===== src/rtl/led_blink_driver.sv =====
// led_blink_driver
//    Turns a one-cycle trigger strobe into a timed blink pattern on an LED pin:
//    blink_num blinks, each ON_TICKS cycles lit followed by OFF_TICKS cycles
//    dark. busy is high while the pattern plays. done strobes for one cycle
//    when the last off period ends.
//
//    Optional feature macro: LED_BLINK_RETRIGGER_EN
//       defined   : a valid trigger while busy restarts the pattern with the
//                   new blink_num (no done for the aborted pattern)
//       undefined : triggers while busy are ignored
//
// Ports
//    CLK        in   system clock (5 MHz), rising edge
//    RST        in   synchronous active-low reset
//    trigger    in   event strobe
//    blink_num  in   [3:0] blinks requested (0 = ignore trigger)
//    led        out  LED pin, registered; LED_ACTIVE means lit
//    busy       out  pattern in progress, registered
//    done       out  one-cycle completion strobe, registered
//
// state | meaning
// ------+---------------------------------------------
// IDLE  | no pattern; waiting for a trigger
// ON    | LED lit; cnt counts up to ON_TICKS-1
// OFF   | LED dark; cnt counts up to OFF_TICKS-1; rem blinks still to go

module led_blink_driver #(
   parameter int unsigned ON_TICKS   = 500000,
   parameter int unsigned OFF_TICKS  = 500000,
   parameter int unsigned CNT_W      = 20,
   parameter logic        LED_ACTIVE = 1'b1
) (
   input  logic       CLK,
   input  logic       RST,
   input  logic       trigger,
   input  logic [3:0] blink_num,
   output logic       led,
   output logic       busy,
   output logic       done
);

   typedef enum logic [1:0] {
      S_IDLE = 2'd0,
      S_ON   = 2'd1,
      S_OFF  = 2'd2
   } state_t;

   localparam logic [CNT_W-1:0] ON_LAST  = CNT_W'(ON_TICKS - 1);
   localparam logic [CNT_W-1:0] OFF_LAST = CNT_W'(OFF_TICKS - 1);

   state_t           state, state_nxt;
   logic [CNT_W-1:0] cnt, cnt_nxt;
   logic [3:0]       rem, rem_nxt;
   logic             led_nxt, busy_nxt, done_nxt;
   logic             start_ok;

   assign start_ok = trigger && (blink_num != 4'd0);

   always_ff @(posedge CLK) begin
      if (!RST) begin
         state <= S_IDLE;
         cnt   <= '0;
         rem   <= 4'd0;
         led   <= ~LED_ACTIVE;
         busy  <= 1'b0;
         done  <= 1'b0;
      end else begin
         state <= state_nxt;
         cnt   <= cnt_nxt;
         rem   <= rem_nxt;
         led   <= led_nxt;
         busy  <= busy_nxt;
         done  <= done_nxt;
      end
   end

   always_comb begin
      state_nxt = state;
      cnt_nxt   = cnt;
      rem_nxt   = rem;
      done_nxt  = 1'b0;

      case (state)
         S_IDLE: begin
            if (start_ok) begin
               rem_nxt   = blink_num;
               cnt_nxt   = '0;
               state_nxt = S_ON;
            end
         end

         S_ON: begin
`ifdef LED_BLINK_RETRIGGER_EN
            if (start_ok) begin
               rem_nxt   = blink_num;
               cnt_nxt   = '0;
               state_nxt = S_ON;
            end else
`endif
            if (cnt == ON_LAST) begin
               cnt_nxt   = '0;
               rem_nxt   = rem - 4'd1;
               state_nxt = S_OFF;
            end else begin
               cnt_nxt = cnt + CNT_W'(1);
            end
         end

         S_OFF: begin
`ifdef LED_BLINK_RETRIGGER_EN
            // A restart also wins over the final off-period expiry, so an
            // aborted pattern never reports done.
            if (start_ok) begin
               rem_nxt   = blink_num;
               cnt_nxt   = '0;
               state_nxt = S_ON;
            end else
`endif
            if (cnt == OFF_LAST) begin
               cnt_nxt = '0;
               if (rem != 4'd0) begin
                  state_nxt = S_ON;
               end else begin
                  state_nxt = S_IDLE;
                  done_nxt  = 1'b1;
               end
            end else begin
               cnt_nxt = cnt + CNT_W'(1);
            end
         end

         default: begin
            state_nxt = S_IDLE;
            cnt_nxt   = '0;
            rem_nxt   = 4'd0;
         end
      endcase

      // Outputs are registered from the next state so they change on the
      // same edge as the transition.
      led_nxt  = (state_nxt == S_ON) ? LED_ACTIVE : ~LED_ACTIVE;
      busy_nxt = (state_nxt != S_IDLE);
   end

endmodule


===== config.mk =====
export PLATFORM = sky130hd
export DESIGN_NAME = led_blink_driver
export DESIGN_NICKNAME = d
export VERILOG_FILES = /design/src/rtl/led_blink_driver.sv
export SDC_FILE = /design/constraint.sdc
export NUM_CORES = 1
export LEC_CHECK = 0
export ABC_AREA = 1
export CORE_MARGIN = 3
export CORE_UTILIZATION = 40
export CTS_BUF_LIST = sky130_fd_sc_hd__clkbuf_8
export DETAILED_ROUTE_END_ITERATION = 16
export PLACE_DENSITY = 0.58
export SYNTH_ARGS = -nofsm -noshare
export SYNTH_HDL_FRONTEND = slang
export SYNTH_SLANG_ARGS = --single-unit

===== constraint.sdc =====
create_clock -name CLK -period 2.5 [get_ports CLK]
set_clock_uncertainty 0.15 [all_clocks]
set_input_delay 0.75 -clock CLK [delete_from_list [all_inputs] [get_ports CLK]]
set_output_delay 0.75 -clock CLK [all_outputs]
set_load 0.1 [all_outputs]

==> results.toml, run 1 <==
[placed_design]
numPortBuffers = 9
post-dp-hpwl_um = 2883
place_ws_ns = 0.01307
dp.cells = 332
gp_congestion = 0.8052

[floorplanning]
row_count = 23
die_x_um = 72.88
dieArea_mm2 = 0.005311
ioPinCount = 10
die_y_um = 72.88
coreArea_mm2 = 0.004144
initial_core_util = 0.4318

[drt]
wirelength_um = 3778
drt_iter0_markers = 79
dr.pass1.iters = 4
routedWlPerCell_um = 11.14
vias = 1636
ant_nets = 0
drc = 0
viasPerCell = 4.826

[yosys]
syn_avg_cell_area_um2 = 6.530
synth-warning-count = 0
seq_area_frac_synth = 0.3245
synth_cell_type_count = 29
synth-seq-cells = 29
syn_area_mm2 = 0.001789
syn-num-nets = 288
synthesis.instances = 274

[sta]
fin_ws_ns = 0.3039
fmax_ghz = 0.4553
relSlewSlack = 0.7525
maxSlewViolCount = 0
min_period_over_period = 0.8785
rsz0062_at_grt = "no"
whs_ns = 0.3365
worst_slew_pin_slew_ns = 0.3685
period_minus_slack_ns = 2.196
finalSetupViolations = 0
fin_setup_tns_ns = 0
hold_viol_final = 0

[cells_and_area]
nFillCells = 463
fin_cells = 339
area_growth_pct = 12.03
final_cell_mix = "nand2_1, nor2_1, inv_1"
final_nets = 303
mostFrequentLayoutCell = "nand2_1"
drive_above_1_share = 0.1142
n_antenna_cell = 0

[grt]
overflow = 0
grt_pass1_vias = 1574
grt_pass1_wl_um = 6775
antenna_found_initial = 0
grt_usage = 0.1620
grt_max_degree = 20

[clock_tree]
clk_latency_ns = 0.28
h-tree-depth = 2
cts_buffers = 5
clk_pin_slew_ns = 0.06
cts.sinks = 29
cts_resized = 0
cts_hold_buf = 0
cts_root_buffer = "clkbuf_8"
cts_setup_buffers = 0
cts_buffer_depth = 2
cts_tree = "yes"

[setup_path]
cp.buffers_inverters = 1
crit_start = "blink_num[3]"
crit_top_cell = "nand2_2"
cp-start-kind = "input port"
slowest_delay_ns = 0.42
path_cells = "clkdlybuf4s50_1, nor2_1, nand2_1, o21ai_2, nand2_2, nand2_2, nand2_4, nor3_1"
r2r-end = "cnt[7]"
end_kind = "flip-flop"
cp.arrival_ns = 2.25
reg2regPathDepth = 7
r2r_setup_slack_ns = 0.65
slowest_stage = "clkdlybuf4s50_1"
critPathMaxFanout = 19
cp.required_ns = 2.55
path_delay_family = "simple AND/OR/NAND/NOR gates"
worstReg2RegStart = "state[0]"
path_class = "input port to flip-flop"

[worst_hold_path]
hold_start = "cnt[1]"
hold_path_depth = 2
holdPathEnd = "cnt[1]"
hold_path_class = "flip-flop to flip-flop"

[run]
drv_cap = 0

[power]
p_total_mw = 1.047
vdd_ir_drop_max_mv = 0.2897
power_per_cell_area_mw_per_mm2 = 522.2
p_leak_nw = 0.8261

[outcome]
outcome = "finished clean"
## worst reg2reg max path, cell delays in order, from the launching register on
cell and delay, ns:
dfxtp_1 0.39, inv_1 0.11, ha_1 0.30, nand2_2 0.30
nand2_1 0.14, nor2_1 0.14, xor2_1 0.17, nor2_1 0.05
## routing by layer
| layer | track usage | up-vias | part of all wire | wire [µm] |
|---|---|---|---|---|
| met1 | 0.2195 | 723 | 0.53 | 2011 |
| met3 | 0.03857 | 9 | 0.016 | 61 |
| met5 | 0 | - | 0 | 0 |
| met4 | 0.07787 | 0 | 0.020 | 76 |
| li1 | - | 890 | - | - |
| met2 | 0.2405 | 14 | 0.43 | 1629 |
## registers in the layout, summed over array words and instances (netlist names)
signal  cells
busy        1
cnt        20
done        1
led         1
rem         4
state       2
## area by class of cell
| cell class | instances | area [µm²] | area share |
|---|---|---|---|
| timing repair buffer | 13 | 112.6 | 0.05618 |
| sequential | 29 | 580.6 | 0.2896 |
| tap | 50 | 62.56 | 0.03121 |
| clock buffer | 6 | 82.58 | 0.04120 |
| clock inverter | 1 | 3.754 | 0.001873 |
| multi-input combinational | 197 | 1001 | 0.4994 |
| inverter | 43 | 161.4 | 0.08052 |
## cells in the mapped netlist
library cell	instances	area share
buf_2	1	0.0028
nor3_2	2	0.011
inv_2	7	0.015
o21ai_0	3	0.0084
dfxtp_1	29	0.32
nor2_1	47	0.099
nand3b_1	1	0.0042
inv_1	36	0.076
xnor2_1	1	0.0049
nand3_1	20	0.056
o21ai_1	4	0.011
nand4_1	7	0.024
xor2_1	6	0.029
buf_6	2	0.013
nand2_1	62	0.13
buf_8	1	0.0084
nand2_4	1	0.0063
nand3_2	2	0.011
a21oi_1	8	0.022
ha_1	7	0.049
clkbuf_1	1	0.0021
nand2_2	4	0.014
nor3_1	16	0.045
o21ai_2	1	0.0049
nand3_4	1	0.0098
o22ai_1	1	0.0035
nor4_1	1	0.0035
a21oi_2	1	0.0049
nor3b_2	1	0.0070
## stage by stage
stage	util	area, µm²
after floorplan	-	1789
after global placement	0.4629	1918
after detailed placement	0.4629	1918
after CTS	0.4837	2004
after global routing	0.4837	2004
final	0.4837	2004
## logic make-up after synthesis
family,after synthesis,synth area share
and+or+nand+nor,165,0.4210
buffers and inverters,48,0.1161
DFF,29,0.3245
AOI/OAI and AO/OA,18,0.05525
xor gates and xnor gates,7,0.03427
adders and majority gates,7,0.04895
## power breakdown
| group | switching (mW) | internal, mW | leakage (nW) |
|---|---|---|---|
| combinational | 0.117 | 0.0607 | 0.542 |
| sequential | 0.00894 | 0.479 | 0.236 |
| clock | 0.168 | 0.214 | 0.0485 |
| total | 0.294 | 0.753 | 0.826 |
## worst max path at each step
stage / cells past startpoint / endpoint / slack, ns
2_1_floorplan: 8 / cnt[12] / 0.65
3_3_place_gp: 8 / cnt[12] / 0.05
3_5_place_dp: 8 / cnt[12] / 0.01
4_1_cts: 8 / cnt[12] / 0.30
5_1_grt: 8 / cnt[15] / 0.09
6_report: 8 / cnt[12] / 0.30
(Power assumes the default switching activity.)
==> run 2, diff against run 1 <==
--- a/config.mk
+++ b/config.mk
@@ -10,7 +10,8 @@
 export CORE_UTILIZATION = 40
 export CTS_BUF_LIST = sky130_fd_sc_hd__clkbuf_8
 export DETAILED_ROUTE_END_ITERATION = 16
-export PLACE_DENSITY = 0.58
+export DONT_BUFFER_PORTS = 1
+export PLACE_DENSITY = 0.55
 export SYNTH_ARGS = -nofsm -noshare
 export SYNTH_HDL_FRONTEND = slang
 export SYNTH_SLANG_ARGS = --single-unit
==> results.toml, run 2 (synthesis results as in run 1) <==
[placed_design]
numPortBuffers = 0
post-dp-hpwl_um = 2761
gp_congestion = 0.8040
dp.cells = 322

[drt]
drc = 0
dr.pass1.iters = 4
routedWlPerCell_um = 11.15
ant_nets = 0
vias = 1557
wirelength_um = 3680
viasPerCell = 4.718
drt_iter0_markers = 72

[sta]
maxSlewViolCount = 0
fmax_ghz = 0.5070
fin_setup_tns_ns = 0
worst_slew_pin_slew_ns = 0.4523
rsz0062_at_grt = "no"
finalSetupViolations = 0
hold_viol_final = 0
min_period_over_period = 0.7889
period_minus_slack_ns = 1.972
relSlewSlack = 0.6974
whs_ns = 0.3379

[clock_tree]
clk_pin_slew_ns = 0.07
cts_tree = "yes"
clk_latency_ns = 0.28
cts_buffers = 5
h-tree-depth = 2
cts_resized = 0
cts_hold_buf = 0
cts.sinks = 29
cts_root_buffer = "clkbuf_8"
cts_setup_buffers = 0
cts_buffer_depth = 2

[power]
p_leak_nw = 0.7896
power_per_cell_area_mw_per_mm2 = 553.6
vdd_ir_drop_max_mv = 0.4640

[grt]
grt_pass1_wl_um = 6486
grt_pass1_vias = 1462
grt_usage = 0.1560
globalRouteMet3Util = 0.04683
grtUsageMet1 = 0.2090
antenna_found_initial = 0
grt_max_degree = 23
grt-busiest-layer = "met2"
grtUsageMet2 = 0.2275
overflow = 0

[floorplanning]
row_count = 23
coreArea_mm2 = 0.004144
initial_core_util = 0.4318
die_y_um = 72.88
dieArea_mm2 = 0.005311
ioPinCount = 10
die_x_um = 72.88

[cells_and_area]
reg_top3 = "cnt: 20 flops, rem: 4 flops, state: 2 flops"
n_antenna_cell = 0
largest_register_ffs = 20
final_cell_mix = "nand2_1, nor2_1, inv_1"
area_growth_pct = 7.832
top_register = "cnt"
fin_cells = 330
fin_util = 0.4656
final_nets = 293
drive_above_1_share = 0.1107
mostFrequentLayoutCell = "nand2_1"

[run]
drv_cap = 0

[setup_path]
cp.arrival_ns = 1.99
cp-start-kind = "flip-flop"
path_class = "flip-flop to flip-flop"
cp.required_ns = 2.52
critPathMaxFanout = 22
end_kind = "flip-flop"

[outcome]
outcome = "finished clean"

[worst_hold_path]
hold_path_class = "flip-flop to flip-flop"
## run 2: changes by cell type in the layout (fill, tap and decap cells not counted)
| cell | previous run | this run |
|---|---|---|
| clkinv_2 | 0 | 1 |
| buf_4 | 7 | 3 |
| clkdlybuf4s50_1 | 6 | 0 |
| inv_1 | 37 | 36 |
| clkbuf_8 | 6 | 7 |
## run 2: where the power goes
group	internal, mW	switching (mW)	total (mW)	leakage [nW]
registers	0.479	0.00910	0.488	0.236
clock network	0.248	0.177	0.425	0.0542
logic	0.0461	0.109	0.155	0.500
total	0.773	0.295	1.07	0.790
## run 2: final timing paths
check	end	cells after the start	slack (ns)	from
max reg2reg	cnt[7]	7	0.53	state[0]
min	cnt[1]	2	0.34	cnt[1]
min reg2reg	cnt[1]	2	0.34	cnt[1]
max	cnt[7]	7	0.53	state[0]
## run 2: area by class of cell
type	count	area (µm²)
Clock buffer	7	96.34
Timing Repair Buffer	3	22.52
Tap cell	50	62.56
Multi-Input combinational cell	197	1001
Fill cell	459	2215
Clock inverter	1	5.005
Sequential cell	29	580.6
Inverter	43	161.4
## run 2: routing by layer
layer | share of wire | vias up | routed length [µm]
li1 | - | 875 | -
met1 | 0.54 | 655 | 2002
met2 | 0.40 | 18 | 1478
met3 | 0.032 | 9 | 119
met4 | 0.021 | 0 | 78
met5 | 0 | - | 0
## run 2: worst max-delay path, stage by stage (launching register included)
cell     delay (ns)
dfxtp_1        0.39
inv_1          0.12
ha_1           0.30
nand2_2        0.39
nand2_1        0.16
nor2_1         0.14
xor2_1         0.16
nor2_1         0.05
## run 2: through the flow
stage          total power, mW  worst slack, ns  cell area [µm²]
6_report                 1.068           0.5278             1929
5_1_grt                  1.134           0.3075             1929
4_1_cts                  1.087           0.5243             1929
3_5_place_dp            0.6540           0.3228             1828
3_3_place_gp            0.6536           0.3619             1828
2_1_floorplan           0.6368           0.6495             1789
==> run 3, diff against run 2 <==
==> constraint.sdc (replaced) <==
create_clock -name CLK -period 1.9 [get_ports CLK]
set_clock_uncertainty 0.15 [all_clocks]
set_input_delay 0.57 -clock CLK [delete_from_list [all_inputs] [get_ports CLK]]
set_output_delay 0.57 -clock CLK [all_outputs]
set_load 0.1 [all_outputs]
==> results.toml, run 3 (synthesis results as in run 1) <==
[drt]
wl_met2_um = 1517
met1Wirelength_um = 2035
wirelength_um = 3741
viasPerCell = 4.740
ant_nets = 0
drc = 0
wl_met3_um = 135
vias = 1602
highest_layer = "met4"
routedWlPerCell_um = 11.07
dr.pass1.iters = 4
drt_iter0_markers = 60

[power]
power.switching_uw = 380.1
p_total_mw = 1.366
p_leak_nw = 0.8301
vdd_ir_drop_max_mv = 0.3343
p_comb_frac = 0.164
p_sw_frac = 0.2783
clockPowerShare = 0.367
intPower_uw = 985.8
power_per_cell_area_mw_per_mm2 = 685.7
seqPwrFrac = 0.469

[clock_tree]
cts_buffer_depth = 2
cts_buffers = 5
cts_tree = "yes"
cts_hold_buf = 0
h-tree-depth = 2
clk_pin_slew_ns = 0.06
clk_latency_ns = 0.28
cts.sinks = 29
cts_root_buffer = "clkbuf_8"

[run]
drv_cap = 0

[cells_and_area]
area_growth_pct = 11.33
largest_register_ffs = 20
nFillCells = 446
n_antenna_cell = 0
seq_area_um2 = 580.6
final_nets = 302
top_register = "cnt"
drive_above_1_share = 0.1354
reg_top3 = "cnt: 20 flops, rem: 4 flops, state: 2 flops"
multi_input_area_mm2 = 0.001011
mostFrequentLayoutCell = "nand2_1"
final_cell_mix = "nand2_1, nor2_1, inv_1"

[sta]
worst_slew_pin_slew_ns = 0.3517
min_period_over_period = 0.9000
period_minus_slack_ns = 1.710
rsz0062_at_grt = "no"
fmax_ghz = 0.5848
relSlewSlack = 0.7637
finalSetupViolations = 0
maxSlewViolCount = 0
hold_viol_final = 0
fin_setup_tns_ns = 0

[setup_path]
crit_start = "cnt[1]"
path_class = "flip-flop to flip-flop"
worstReg2RegStart = "cnt[1]"
critPathMaxFanout = 19
cp.required_ns = 1.91
cp.arrival_ns = 1.72
cp-start-kind = "flip-flop"
end_kind = "flip-flop"

[floorplanning]
row_count = 23
dieArea_mm2 = 0.005311
ioPinCount = 10
die_x_um = 72.88
initial_core_util = 0.4318
die_y_um = 72.88
coreArea_mm2 = 0.004144

[grt]
overflow = 0
grt_pass1_wl_um = 6920
grt_usage = 0.1672
grt_pass1_vias = 1543
antenna_found_initial = 0
grt_max_degree = 20

[placed_design]
gp_congestion = 0.7999
numPortBuffers = 0
post-dp-hpwl_um = 2893

[outcome]
outcome = "finished clean"

[worst_hold_path]
hold_start = "RST"
hold_path_class = "input port to flip-flop"
==> run 3: changes by cell type in the layout (fill, tap and decap cells not counted), sizes merged <==
cell / before / now
clkbuf: 7 / 6
inv: 43 / 44
buf: 3 / 12
clkinv: 1 / 0
==> run 3: worst max-delay path, cell delays in order (launching register included) <==
cell and delay [ns]:
dfxtp_1 0.35, ha_1 0.19, nand3_1 0.18, nor2_1 0.18
nand3_2 0.10, nand2_1 0.10, nand2_2 0.06, nand2_4 0.20
nor3_1 0.09
==> run 3: area by class of cell <==
class | instances | area share
multi-input combinational | 197 | 0.5075
clock buffer | 6 | 0.04146
inverter | 43 | 0.08103
tap | 50 | 0.03141
sequential | 29 | 0.2915
clock inverter | 1 | 0.001884
timing repair buffer | 12 | 0.04523
==> run 3: repair_timing <==
| action | in CTS | in global routing |
|---|---|---|
| buffers inserted | 0 | 0 |
| setup endpoints to repair | 0 | 5 |
| resized for setup | 0 | 2 |
==> run 3: stage by stage <==
step | instance area [µm²] | hold slack, ns | cells | utilization | worst slack (ns)
6_report | 1992 | 0.2601 | 338 | 0.4807 | 0.1901
5_1_grt | 1992 | 0.2611 | 338 | 0.4807 | 0.003216
4_1_cts | 1982 | 0.2477 | 338 | 0.4783 | 0.1075
3_5_place_dp | 1896 | 0.3312 | 331 | 0.4574 | -0.01824
3_3_place_gp | 1896 | 0.3272 | 331 | 0.4574 | 0.07483
2_1_floorplan | 1789 | 0.3061 | 274 | - | 0.2295
==> run 3: per-layer routing <==
metal | up-vias | GRT usage
met1 | 687 | 0.2332
met3 | 5 | 0.04408
met5 | - | 0
met4 | 0 | 0.06762
met2 | 21 | 0.2435
li1 | 889 | -
==> run 3: final timing paths <==
check / cells past startpoint / to / slack [ns]
max: 8 / cnt[12] / 0.19
max reg2reg: 8 / cnt[12] / 0.19
min reg2reg: 2 / cnt[1] / 0.34
min: 2 / rem[3] / 0.26
==> run 3: power groups by stage <==
stage	sequential (mW)	combinational, mW	clock (mW)
finish	0.641	0.224	0.501
detailed placement	0.654	0.223	0
floorplan	0.686	0.152	0
global placement	0.654	0.223	0
global route	0.642	0.255	0.562
CTS	0.641	0.224	0.528
